`src/rtl/interrupt_ack_sequencer.sv`:
```
// Interrupt acknowledge sequencer: priority resolution, INT/INTA sequencing, vector bytes, OCW2 EOI decode.
// Optional macro AUTO_EOI_EN adds the auto_eoi input (automatic EOI after the final INTA pulse).
module interrupt_ack_sequencer #(
    parameter int unsigned SPURIOUS_LEVEL = 7
) (
    input  logic       clock,
    input  logic       reset_n,
    input  logic       inta_n,
    input  logic [7:0] interrupt_request,
    input  logic [7:0] highest_level_in_service,
    input  logic       mode_8086,
    input  logic [4:0] vector_base,
    input  logic       ocw2_write,
    input  logic [7:0] ocw2_data,
`ifdef AUTO_EOI_EN
    input  logic       auto_eoi,
`endif
    output logic       interrupt_to_cpu,
    output logic       latch_in_service,
    output logic [7:0] interrupt,
    output logic [7:0] end_of_interrupt,
    output logic [2:0] priority_rotate,
    output logic [7:0] data_out,
    output logic       data_out_enable
);

    typedef enum logic [1:0] {IDLE, ACK1, ACK2, ACK3} state_t;

    localparam logic [2:0] SPURIOUS_LVL = 3'(SPURIOUS_LEVEL);

    state_t     state_q, state_d;
    logic       inta_n_q;
    logic       int_q, int_d;
    logic       latch_q, latch_d;
    logic [7:0] interrupt_q, interrupt_d;
    logic [2:0] level_q, level_d;
    logic [7:0] eoi_q, eoi_d;
    logic [2:0] rotate_q, rotate_d;
    logic [7:0] data_q, data_d;
    logic       oe_q, oe_d;

    logic       inta_fall, inta_rise, final_rise;
    logic       win_found, blocked;
    logic [2:0] win_level, scan_lvl, isr_level;
    logic       unused_ocw2_bits;

    assign inta_fall  = inta_n_q & ~inta_n;
    assign inta_rise  = ~inta_n_q & inta_n;
    assign final_rise = inta_rise & (((state_q == ACK2) & mode_8086) | (state_q == ACK3));
    assign unused_ocw2_bits = ^ocw2_data[4:3];

    // Scan from IR(rotate+1) downwards; an in-service level blocks itself and everything below it.
    always_comb begin : resolve
        win_found = 1'b0;
        win_level = '0;
        blocked   = 1'b0;
        scan_lvl  = '0;
        for (int i = 0; i < 8; i++) begin
            scan_lvl = rotate_q + 3'd1 + 3'(i);
            if (highest_level_in_service[scan_lvl])
                blocked = 1'b1;
            if (!blocked && !win_found && interrupt_request[scan_lvl]) begin
                win_found = 1'b1;
                win_level = scan_lvl;
            end
        end
    end

    always_comb begin : isr_encode
        isr_level = '0;
        for (int i = 0; i < 8; i++)
            if (highest_level_in_service[i])
                isr_level = 3'(i);
    end

`ifdef AUTO_EOI_EN
    logic spurious_q;

    always_ff @(posedge clock or negedge reset_n) begin
        if (!reset_n)
            spurious_q <= 1'b0;
        else if ((state_q == IDLE) && inta_fall)
            spurious_q <= ~win_found;
    end
`endif

    // NOTE: every variable gets a default before the case so no path leaves one unassigned (no latches).
    always_comb begin : next_state
        state_d     = state_q;
        int_d       = 1'b0;
        latch_d     = 1'b0;
        interrupt_d = interrupt_q;
        level_d     = level_q;
        eoi_d       = '0;
        rotate_d    = rotate_q;
        data_d      = data_q;
        oe_d        = inta_rise ? 1'b0 : oe_q;

        case (state_q)
            IDLE: begin
                int_d = win_found;
                if (inta_fall) begin
                    int_d   = 1'b0;
                    state_d = ACK1;
                    latch_d = win_found;
                    level_d = win_found ? win_level : SPURIOUS_LVL;
                    interrupt_d = 8'b1 << (win_found ? win_level : SPURIOUS_LVL);
                    data_d  = 8'hCD;
                    oe_d    = ~mode_8086;
                end
            end
            ACK1: begin
                if (inta_fall) begin
                    state_d = ACK2;
                    data_d  = mode_8086 ? {vector_base, level_q} : {level_q, 5'b0};
                    oe_d    = 1'b1;
                end
            end
            ACK2: begin
                if (final_rise) begin
                    state_d = IDLE;
                end else if (!mode_8086 && inta_fall) begin
                    state_d = ACK3;
                    data_d  = {3'b0, vector_base};
                    oe_d    = 1'b1;
                end
            end
            ACK3: begin
                if (final_rise)
                    state_d = IDLE;
            end
            default: state_d = IDLE;
        endcase

        if (ocw2_write) begin
            case (ocw2_data[7:5])
                3'b001: eoi_d = highest_level_in_service;
                3'b011: eoi_d = 8'b1 << ocw2_data[2:0];
                3'b101: begin
                    eoi_d = highest_level_in_service;
                    if (|highest_level_in_service)
                        rotate_d = isr_level;
                end
                3'b111: begin
                    eoi_d    = 8'b1 << ocw2_data[2:0];
                    rotate_d = ocw2_data[2:0];
                end
                3'b110:  rotate_d = ocw2_data[2:0];
                default: ;
            endcase
        end

`ifdef AUTO_EOI_EN
        if (auto_eoi && final_rise && !spurious_q)
            eoi_d = eoi_d | interrupt_q;
`endif
    end

    // NOTE: inta_n_q resets low so an INTA already held low at reset release is not seen as a falling edge.
    always_ff @(posedge clock or negedge reset_n) begin
        if (!reset_n) begin
            state_q     <= IDLE;
            inta_n_q    <= 1'b0;
            int_q       <= 1'b0;
            latch_q     <= 1'b0;
            interrupt_q <= '0;
            level_q     <= '0;
            eoi_q       <= '0;
            rotate_q    <= 3'd7;
            data_q      <= '0;
            oe_q        <= 1'b0;
        end else begin
            state_q     <= state_d;
            inta_n_q    <= inta_n;
            int_q       <= int_d;
            latch_q     <= latch_d;
            interrupt_q <= interrupt_d;
            level_q     <= level_d;
            eoi_q       <= eoi_d;
            rotate_q    <= rotate_d;
            data_q      <= data_d;
            oe_q        <= oe_d;
        end
    end

    assign interrupt_to_cpu = int_q;
    assign latch_in_service = latch_q;
    assign interrupt        = interrupt_q;
    assign end_of_interrupt = eoi_q;
    assign priority_rotate  = rotate_q;
    assign data_out         = oe_q ? data_q : 8'h00;
    assign data_out_enable  = oe_q;

endmodule
```
`config.mk`:
```
export PLATFORM = sky130hd
export DESIGN_NAME = interrupt_ack_sequencer
export DESIGN_NICKNAME = d
export VERILOG_FILES = /design/src/rtl/interrupt_ack_sequencer.sv
export SDC_FILE = /design/constraint.sdc
export NUM_CORES = 1
export LEC_CHECK = 0
export CAP_MARGIN = 20
export CORE_UTILIZATION = 49
export CTS_BUF_LIST = sky130_fd_sc_hd__clkbuf_2 sky130_fd_sc_hd__clkbuf_4 sky130_fd_sc_hd__clkbuf_8
export DETAILED_ROUTE_END_ITERATION = 10
export GPL_TIMING_DRIVEN = 0
export PLACE_DENSITY = 0.79
export SYNTH_ARGS = -nofsm -noshare
export SYNTH_HDL_FRONTEND = slang
export SYNTH_SLANG_ARGS = --single-unit
```
`constraint.sdc`:
```
create_clock -name clock -period 4 [get_ports clock]
set_input_delay 1 -clock clock [delete_from_list [all_inputs] [get_ports clock]]
set_output_delay 1 -clock clock [all_outputs]
set_load 0.005 [all_outputs]
```
## Yosys cells after proc, flatten, opt, wreduce, memory -nomap -nowiden

Index checks and enable logic that the tools add are counted.

| operators by class | value |
|---|---|
| $add $sub $neg | 8 |
| order comparisons | 8 |
| equality and inequality tests | 15 |
| multiplexer cells | 91 |
| shifts and indexed selects | 2 |
| bitwise logic cells | 8 |
| reductions and logical operators | 43 |

Operators with widths:

| kind | count |
|---|---|
| 8-bit two-way mux | 7 |
| 1-bit binary-select mux with 3-bit select | 16 |
| 3-bit two-way mux | 16 |
| 1-bit two-way mux | 42 |
| 3-bit by 4-bit < comparator with 1-bit output (second input constant) | 8 |
| 8-bit case mux with 3 select lines | 1 |
| 1-bit logical AND | 16 |
| 1-bit logical NOT | 16 |
| 8-bit case mux with 2 select lines | 1 |
| 1-bit by 3-bit << shifter with 8-bit output (first input constant) | 2 |
| 3-bit adder (second input constant) | 4 |
| 2-bit two-way mux | 5 |
| 2-bit != test (second input constant) | 5 |
| 3-bit == test (second input constant) | 3 |
| 2-bit case mux with 4 select lines | 1 |
| 8-bit OR reduction | 1 |
| 3-bit by 1-bit adder with 3-bit output (second input constant) | 2 |
| 3-bit by 2-bit adder with 3-bit output (second input constant) | 2 |
| 3-bit case mux with 2 select lines | 1 |
| 2-bit OR reduction | 3 |
| 5-bit AND reduction | 1 |
| 1-bit AND | 4 |
| 2-bit == test (second input constant) | 2 |
| 4-bit AND reduction | 1 |
| 13 further kinds | 15 |

| word-level totals | value |
|---|---|
| output and inout port bits | 30 |
| flip-flop bits (word level) | 36 |

## Longest topological paths before layout

Gate-level depths: netlist (run 1).

| depth | value |
|---|---|
| word-level depth | 37 |
| gate-level depth with buffers | 15 |
| gate-level depth less buffers | 10 |

## Least setup slack after synthesis (run 1)

OpenSTA, ideal clock, no wires.

| timing | value |
|---|---|
| path type | register -> register |
| start point | register rotate_q[0] (netlist: priority_rotate[0]) |
| end point | register interrupt_q[0] (netlist: interrupt[0]) |
| data arrival time | 4226 ps |
| path buffers | 4 |
| library setup time | 122 ps |
| setup slack | -347 ps |
| stages on the path, launching flop included | 15 |
| required time | 3878 ps |
| path through | dfstp_2 > buf_4 > buf_4 > buf_1 > inv_1 > ha_1 > buf_2 > mux4_2 > or2_1 > mux4_2 > or4b_1 > a211oi_2 > a211oi_1 > nor2b_2 > a32o_1 |

| on the way | value |
|---|---|
| cells in the longest elaborated chain, start to end | 37 |
| elaborated cells on any way between the ends | 96 |
| those cells by class | 8 x add/sub; 1 x shift; 57 x mux; 30 x reduce/logical |

Ends and longest elaborated chain:

| what | RTL line | text |
|---|---|---|
| start, declared | 38 | `logic [2:0] rotate_q, rotate_d;` |
| start signal, assigned | 180 | `rotate_q <= rotate_d;` |
| 3-bit by 1-bit adder with 3-bit output * | 59 | `scan_lvl = rotate_q + 3'd1 + 3'(i);` |
| branches (longest 34 deep; another with 3-bit by 1-bit adder with 3-bit output) | n/a |  |
| 3-bit two-way mux * | 107 | `interrupt_d = 8'b1 << (win_found ? win_level : SPURIOUS_LVL);` |
| 1-bit by 3-bit << shifter with 8-bit output * | 107 |  |
| end signal, assigned | 177 | `interrupt_q <= interrupt_d;` |
| end, declared | 35 | `logic [7:0] interrupt_q, interrupt_d;` |

Every way passes the cells marked *. The select of a mux whose other input is x is not followed.
A chain may end at the register's enable or synchronous reset.

## Worst setup path in the final report (run 1)

| timing | value |
|---|---|
| start point | register rotate_q[0] (netlist: priority_rotate[0]) |
| end point | register interrupt_q[2] (netlist: interrupt[2]) |

The elaborated chain is that of the path after synthesis.

==> results.txt, run 1 <==
Status: complete, no violations
Most frequent cells in the layout: clkdlybuf4s50_1 (52), dfrtp_1 (33), nand2_1 (29)
Setup Crit Path Kind: flip-flop to flip-flop
Fin crit period: 3900 ps
DIE HEIGHT: 83.6 µm
Grt ovf: 0
Top cell type's share of synthesized area: 0.253
Worst-margin pin slew: 806 ps
Capturing element type of the critical path: flip-flop
Worst setup path start: priority_rotate[0]
Synth top area cells: dfrtp_1 (25%), mux4_2 (13%), mux2i_1 (4.9%), mux2_2 (3.5%), nand2_1 (3.3%)
Placeable Area: 0.00639 mm²
Initial DRT Pass Iterations: 5
Rows: 29
Endpoints failing setup: 0
Hold-fix buffers, CTS: 0
CTS HTree Levels: 2
ANT cells: 0
Final Hold Violating Endpoints: 0
Register area share after synthesis: 0.277
Skew final: 7.89 ps
Critical Path RT: 4170 ps
Syn. warnings: 0
Final WL: 9190 µm
First-pass GRT wire length: 15100 µm
Clock-pin transition on the worst setup and hold timing paths: 70 ps
CTS tree: done
Synth Register Bits: 36
Critical path cell sequence: buf_8, clkinvlp_4, ha_4, mux4_2, or2_1, mux4_2, or4b_4, a211oi_4, a211oi_2, nor2b_4, a32o_1
Die X-Extent: 83.6 µm
Crit path top cell by count: mux4_2
Power density over cell area: 593 mW/mm²
HP Start: data_q[4]
CP max stage cell: dfstp_2
Mapped Area: 0.00326 mm²
Most common cell after layout, fill and taps aside: clkdlybuf4s50_1
Layout area overhead: 28.8%
Initial Util: 0.511
Total number of vias: 3199
Post-Syn Instances: 343
CP max stage delay: 590 ps
Final Non-Filler Cells: 497
Share of cells above drive strength 1: 0.210
Dpl hpwl: 6450 µm
Ys flop type: dfrtp_1
Cell variety after synth: 64
Initial antenna violation count: 0
Async SR Flop Fraction: 1.00
Drc violations: 0
Vias in the first global route: 3118
Final Slew Violations: 0
Skew-Pair Late Insertion Delay: 280 ps
Ports: 64
Layout net count: 460
Final clock period utilization by the worst path: 0.974
RR Startpoint: priority_rotate[0]
Wire per inst: 18.5 µm
RSZ-0062 raised after global routing: yes
VDD IR max: 457 µV
Die area: 0.00699 mm²
Input/output buffers: 58
Total CTS buffers: 5
Mapped Nets: 383
Antenna viol nets, final: 0
Placed Instances: 478
Crit Path Max Fanout: 5
Final Wtd Congestion: 0.915
Fmax: 257 MHz
Via/cell ratio: 6.44
Startpoint type of the worst setup path: flip-flop
Clk buf depth: 2
GRT Total Usage: 0.270
EDFF count, synth: 0
Pleak: 0.00171 µW
Largest net degree at the start of global routing: 37
Mean post-synth cell area: 9.51 µm²
Max-Cap Viols: 0
Slew margin rel.: 0.463
CTS Sinks: 36
Clock Tree Root: clkbuf_8
HP Class: flip-flop to flip-flop
Initial detailed-routing violation count: 277
Crit path DAT: 4070 ps
Area leader, netlist: dfrtp_1
Final cell utilization of the core: 0.658
==> final timing paths <==
check	endpoint	slack, ps	cells after the start
worst min register to register	data_q[4]	480	2
worst max-delay path	interrupt[2]	100	11
worst max register to register	interrupt[2]	100	11
max in group asynchronous	data_q[4]	2680	1
worst min-delay path	data_q[4]	480	2
min in group asynchronous	interrupt[3]	800	1
==> registers in the layout, indices dropped and copies added (netlist names) <==
signal            cells
priority_rotate       3
end_of_interrupt      8
data_out_enable       1
state_q               2
interrupt_to_cpu      1
data_q                8
latch_in_service      1
inta_n_q              1
level_q               3
interrupt             8
==> cell families after synthesis <==
family	Yosys count	synth area share
AO/OA/AOI/OAI	96	0.209
XOR/XNOR	4	0.0238
adder cells (fa/ha/maj)	6	0.0230
buffers and inverters	29	0.0399
flip-flops	36	0.277
multiplexers	45	0.215
AND/OR/NAND/NOR	127	0.213
==> worst max-delay path, delay by kind of cell, from the launching register on <==
family                   cells  cell delay, ps
multiplexers                 2            1080
AND/OR/NAND/NOR              3             980
flip-flops                   1             590
AO/OA/AOI/OAI                3             570
adder cells (fa/ha/maj)      1             310
buffers and inverters        2             250
==> area by class of cell <==
cell class	count	area (µm²)
multi-input cells	278	2290
well taps	77	96.3
clock inverters	1	5.00
clock buffers	6	76.3
flip-flops and latches	36	905
fillers	537	2180
repair buffers	72	686
inverters	8	33.8
plain buffers	19	106
==> cells in the mapped netlist, types with 5 or more instances <==
cell type	instances
a22oi_1	6
inv_1	8
a31oi_1	6
or2_2	5
mux2i_1	16
and2_1	8
a32o_1	10
ha_1	6
a21oi_1	20
nor3_1	5
nand2_1	29
dfrtp_1	33
mux4_2	19
nor3b_1	5
nor2_1	27
buf_2	5
mux2_2	10
a211oi_1	5
o21ai_0	19
nor2b_1	15
clkbuf_1	11
==> layer usage <==
layer  up-vias  GRT usage  wire (µm)
met1      1542      0.362       3870
li1       1470          -          -
met3        12     0.0564        722
met2       175      0.441       4490
met5         -          0          0
met4         0     0.0786        112
==> per-stage QoR <==
step / setup TNS (ps) / area [µm²] / worst slack, ps / power, µW / hold slack [ps]
2_1_floorplan: 0 / 3290 / 2.78 / 1650 / 442
3_3_place_gp: -5160 / 3970 / -523 / 2060 / 457
3_5_place_dp: -6190 / 3970 / -616 / 2100 / 467
4_1_cts: 0 / 4160 / 27.5 / 2440 / 483
5_1_grt: -57.6 / 4200 / -15.8 / 2670 / 489
6_report: 0 / 4200 / 103 / 2490 / 476
==> power breakdown <==
| group | switching, µW | internal (µW) | total, µW |
|---|---|---|---|
| clock network | 124 | 125 | 249 |
| logic | 887 | 797 | 1680 |
| registers | 78.9 | 479 | 558 |
==> repair_timing <==
action | CTS | global route
setup buffers | 8 | 6
setup endpoints to repair | 14 | 13
hold endpoints to repair | 0 | 0
pin swaps | 5 | 11
resized for setup | 16 | 9
Power figures use the tool's default switching activity.
==> run 2, diff against run 1 <==
Settings changed: CORE_UTILIZATION 49 to 40, PLACE_DENSITY 0.79 to 0.67.
==> results.txt, run 2 (synthesis results as in run 1) <==
RR Startpoint: priority_rotate[0] (unchanged)
Share of cells above drive strength 1: 0.206 (was 0.210)
Initial detailed-routing violation count: 170 (was 277)
Clk buf depth: 2 (unchanged)
CTS tree: done (unchanged)
Power density over cell area: 583 mW/mm² (was 593 mW/mm²)
Placeable Area: 0.00781 mm² (was 0.00639 mm²)
Clock Tree Root: clkbuf_8 (unchanged)
Crit path DAT: 4050 ps (was 4070 ps)
Total number of vias: 3065 (was 3199)
Drc violations: 0 (unchanged)
Largest net degree at the start of global routing: 37 (unchanged)
VDD IR max: 175 µV (was 457 µV)
Skew-Pair Late Insertion Delay: 280 ps (about the same)
Placed Instances: 503 (was 478)
GRT Total Usage: 0.214 (was 0.270)
Layout area overhead: 28.4% (was 28.8%)
Post-place setup slack: -448 ps (was -616 ps)
Status: complete, no violations (unchanged)
Final Slew Violations: 0 (unchanged)
Critical Path RT: 4170 ps (about the same)
Input/output buffers: 58 (unchanged)
Setup Crit Path Kind: flip-flop to flip-flop (unchanged)
Ports: 64 (unchanged)
Hold-fix buffers, CTS: 0 (unchanged)
Endpoints failing setup: 0 (unchanged)
Initial antenna violation count: 0 (unchanged)
HP Class: flip-flop to flip-flop (unchanged)
Most common cell after layout, fill and taps aside: clkdlybuf4s50_1 (unchanged)
Worst hold slack: 479 ps (was 476 ps)
Worst-margin pin slew: 790 ps (was 806 ps)
Capturing element type of the critical path: flip-flop (unchanged)
First-pass GRT wire length: 14600 µm (was 15100 µm)
Die X-Extent: 92.3 µm (was 83.6 µm)
Dpl hpwl: 6460 µm (was 6450 µm)
Fmax: 257 MHz (about the same)
Final Hold Violating Endpoints: 0 (unchanged)
Pleak: 0.00168 µW (was 0.00171 µW)
Vias in the first global route: 3008 (was 3118)
Final WL: 8740 µm (was 9190 µm)
Skew final: 5.73 ps (was 7.89 ps)
Wire per inst: 16.8 µm (was 18.5 µm)
Final Wtd Congestion: 0.912 (was 0.915)
Most frequent cells in the layout: clkdlybuf4s50_1 (52), dfrtp_1 (33), nand2_1 (29) (unchanged)
Grt ovf: 0 (unchanged)
Initial Util: 0.418 (was 0.511)
Startpoint type of the worst setup path: flip-flop (unchanged)
Via/cell ratio: 5.91 (was 6.44)
Total CTS buffers: 5 (unchanged)
Final cell utilization of the core: 0.537 (was 0.658)
Final clock period utilization by the worst path: 0.971 (was 0.974)
Initial DRT Pass Iterations: 4 (was 5)
Crit Path Max Fanout: 12 (was 5)
DIE HEIGHT: 92.3 µm (was 83.6 µm)
Layout net count: 457 (was 460)
Worst setup path start: priority_rotate[0] (unchanged)
Setup TNS: 0 ps (unchanged)
Antenna viol nets, final: 0 (unchanged)
CTS HTree Levels: 2 (unchanged)
Max-Cap Viols: 0 (unchanged)
Die area: 0.00852 mm² (was 0.00699 mm²)
Fin crit period: 3890 ps (was 3900 ps)
HP Start: data_q[6] (was data_q[4])
Clock-pin transition on the worst setup and hold timing paths: 70 ps (about the same)
Final WS setup: 115 ps (was 103 ps)
Slew margin rel.: 0.473 (was 0.463)
ANT cells: 0 (unchanged)
CTS Sinks: 36 (unchanged)
Rows: 32 (was 29)
Final Non-Filler Cells: 519 (was 497)
==> run 2: cell count changes in the layout (fill, tap and decap cells not counted), sizes merged <==
cell / change
buf: -3
dlygate4sd2: +1
dlymetal6s2s: -1
==> run 2: per-layer routing <==
| layer | vias to the layer above | global-route usage | share of wire |
|---|---|---|---|
| met5 | - | 0 | 0 |
| met4 | 0 | 0.0534 | 0.013 |
| met3 | 11 | 0.0386 | 0.062 |
| met2 | 116 | 0.355 | 0.48 |
| met1 | 1471 | 0.289 | 0.45 |
| li1 | 1467 | - | - |
==> run 2: worst paths after layout <==
| path | to | slack (ps) | depth (start not counted) |
|---|---|---|---|
| setup / recovery | interrupt[3] | 110 | 11 |
| max in group asynchronous | end_of_interrupt[2] | 2700 | 1 |
| setup reg to reg | interrupt[3] | 110 | 11 |
| hold reg to reg | data_q[6] | 480 | 1 |
| hold / removal | data_q[6] | 480 | 1 |
| min in group asynchronous | data_q[6] | 800 | 1 |
==> run 2: layout make-up <==
| cell class | count | area (µm²) |
|---|---|---|
| Buffer | 19 | 103 |
| Clock buffer | 6 | 76.3 |
| Clock inverter | 1 | 5.00 |
| Fill cell | 719 | 3620 |
| Inverter | 8 | 33.8 |
| Multi-Input combinational cell | 278 | 2290 |
| Sequential cell | 36 | 905 |
| Tap cell | 102 | 128 |
| Timing Repair Buffer | 69 | 652 |
==> run 2: what timing repair did <==
action,4_1_cts,5_1_grt
gates cloned,0,0
buffers inserted,7,4
pin swaps,2,2
endpoints found under the setup margin,13,10
resized for setup,15,6
==> run 2: critical path: stages (launching register included) <==
cell        delay, ps
dfstp_2           550
buf_8             150
clkinvlp_4        130
ha_4              310
mux4_2            550
or2_1             250
mux4_2            530
or4b_4            540
a211oi_2          220
a211oi_2           90
nor2b_4           170
a32o_1            260
==> run 2: stage by stage <==
step / instance area (µm²) / power [µW]
after floorplan: 3290 / 1650
after global placement: 4000 / 2070
after detailed placement: 4000 / 2090
after CTS: 4160 / 2410
after global routing: 4190 / 2650
final: 4190 / 2440
==> run 2: power breakdown <==
group | switching, µW | internal [µW] | total, µW | leakage (µW)
logic | 853 | 789 | 1640 | 0.00117
registers | 75.7 | 479 | 555 | 0.000461
clock network | 121 | 125 | 246 | 0.0000445
==> run 3, diff against run 2 <==
Settings changed: PLACE_DENSITY 0.67 to not set.
Clock period 4 ns to 4.5 ns, I/O delays scaled along.
==> results.txt, run 3 (synthesis results as in run 1) <==
Input/output buffers: 58 (unchanged)
Final Hold Violating Endpoints: 0 (unchanged)
End of the worst register-to-register path: interrupt[1] (was interrupt[3])
Clock Tree Root: clkbuf_8 (unchanged)
Crit path top cell by count: mux4_2
Multi-input logic area: 0.00227 mm² (was 0.00229 mm²)
First-pass GRT wire length: 14500 µm (was 14600 µm)
Worst-margin pin slew: 820 ps (was 790 ps)
Rows: 32 (unchanged)
Final WL: 8760 µm (was 8740 µm)
Drc violations: 0 (unchanged)
Most common cell after layout, fill and taps aside: clkdlybuf4s50_1 (unchanged)
Clock-pin transition on the worst setup and hold timing paths: 70 ps (about the same)
Pwr Total: 2120 µW (was 2440 µW)
FF-to-FF setup slack: 250 ps (was 110 ps)
Via/cell ratio: 5.94 (was 5.91)
Fin crit period: 4270 ps
HP Start: data_q[6] (unchanged)
HP Class: flip-flop to flip-flop (unchanged)
Initial antenna violation count: 0 (unchanged)
Grt ovf: 0 (unchanged)
Reg2Reg Depth: 12 (was 11)
Power density over cell area: 515 mW/mm² (was 583 mW/mm²)
CP max stage cell: clkdlybuf4s50_1 (was dfstp_2)
Largest net degree at the start of global routing: 37 (unchanged)
Antenna viol nets, final: 0 (unchanged)
CTS HTree Levels: 2 (unchanged)
GRT Total Usage: 0.215 (was 0.214)
Final Slew Violations: 0 (unchanged)
RSZ-0062 raised after global routing: no
Layout area overhead: 26.3% (was 28.4%)
Final WS setup: 231 ps (was 115 ps)
Endpoints failing setup: 0 (unchanged)
Total number of vias: 3042 (was 3065)
Wire per inst: 17.1 µm (was 16.8 µm)
Pleak: 0.00164 µW (was 0.00168 µW)
CTS tree: done (unchanged)
Capturing element type of the critical path: flip-flop (unchanged)
CTS Sinks: 36 (unchanged)
Crit path DAT: 4440 ps (was 4050 ps)
VDD IR max: 194 µV (was 175 µV)
Hold-fix buffers, CTS: 0 (unchanged)
Die X-Extent: 92.3 µm (unchanged)
ANT cells: 0 (unchanged)
Total CTS buffers: 5 (unchanged)
CP max stage delay: 610 ps (was 550 ps)
Post-place setup slack: -722 ps (was -448 ps)
RR Startpoint: priority_rotate[0] (unchanged)
Slew margin rel.: 0.454 (was 0.473)
Share of cells above drive strength 1: 0.178 (was 0.206)
Critical Path RT: 4670 ps (was 4170 ps)
Vias in the first global route: 2951 (was 3008)
Ports: 64 (unchanged)
Critical path cell sequence: clkdlybuf4s50_1, mux4_2, or2_1, mux4_2, or4b_1, a211oi_2, a211oi_1, nor2b_2, a32o_1 (was buf_8, clkinvlp_4, ha_4, mux4_2, or2_1, mux4_2, or4b_4, a211oi_2, a211oi_2, nor2b_4, a32o_1)
DIE HEIGHT: 92.3 µm (unchanged)
Fillers: 737 (was 719)
Initial detailed-routing violation count: 132 (was 170)
Placeable Area: 0.00781 mm² (unchanged)
Initial Util: 0.418 (unchanged)
Crit Path Max Fanout: 9 (was 12)
Die area: 0.00852 mm² (unchanged)
Skew final: 4.16 ps (was 5.73 ps)
Startpoint type of the worst setup path: primary input (was flip-flop)
Dpl hpwl: 6560 µm (was 6460 µm)
Skew-Pair Late Insertion Delay: 280 ps (about the same)
Most frequent cells in the layout: clkdlybuf4s50_1 (57), dfrtp_1 (33), nand2_1 (29) (was clkdlybuf4s50_1 (52), dfrtp_1 (33), nand2_1 (29))
Setup Crit Path Kind: primary input to flip-flop (was flip-flop to flip-flop)
Layout net count: 450 (was 457)
Hold path depth: 1 (unchanged)
Fmax: 234 MHz
Final Wtd Congestion: 0.874 (was 0.912)
Max-Cap Viols: 0 (unchanged)
Initial DRT Pass Iterations: 4 (unchanged)
Status: complete, no violations (unchanged)
Clk buf depth: 2 (unchanged)
Hold Crit Endpoint: data_q[6] (unchanged)
Setup TNS: 0 ps (unchanged)
Final clock period utilization by the worst path: 0.949
Seq. cell area: 905 µm² (unchanged)
-- run 3: metal layers --
metal,up-vias,global-route usage,share of wire
met5,-,0,0
met4,0,0.0417,0.0094
met3,7,0.0345,0.050
met2,86,0.344,0.46
met1,1502,0.307,0.48
li1,1447,-,-
-- run 3: how the worst max path moves through the flow --
| stage | start | to | slack [ps] |
|---|---|---|---|
| after floorplan | priority_rotate[0] | interrupt[0] | 150 |
| after global placement | priority_rotate[0] | interrupt[3] | -770 |
| after detailed placement | priority_rotate[0] | interrupt[0] | -720 |
| after CTS | priority_rotate[0] | interrupt[0] | 20 |
| after global routing | priority_rotate[0] | interrupt[0] | 100 |
| final | highest_level_in_service[3] | interrupt[1] | 230 |
-- run 3: area by class of cell --
cell class,instances,area share
plain buffers,20,0.0264
clock buffers,6,0.0185
clock inverters,1,0.00121
inverters,8,0.00729
multi-input cells,278,0.551
flip-flops and latches,36,0.220
well taps,102,0.0310
repair buffers,61,0.145
-- run 3: where the power goes --
| part | internal (µW) | leakage [µW] | switching [µW] | total, µW |
|---|---|---|---|---|
| sequential | 426 | 0.000461 | 69.8 | 496 |
| combinational | 656 | 0.00113 | 750 | 1410 |
| clock | 111 | 0.0000445 | 110 | 221 |
-- run 3: timing repair --
item | in CTS | in global routing
setup endpoints to repair | 16 | 11
gates resized for setup | 9 | 3
pin swaps | 0 | 1
buffers inserted | 0 | 3
-- run 3: stage by stage --
stage               area (µm²)   util  std cells  hold WS, ps
finish                    4120  0.528        512          471
global route              4120  0.528        512          494
CTS                       4090  0.524        510          474
detailed placement        3970  0.508        503          458
global placement          3970  0.509        503          456
floorplan                 3260      -        343          442
-- run 3: critical path, delay by kind of cell --
kind / cells / cell delay, ps
multiplexers: 2 / 1150
AO/OA/AOI/OAI: 3 / 540
AND/OR/NAND/NOR: 3 / 1000
buffers and inverters: 1 / 610
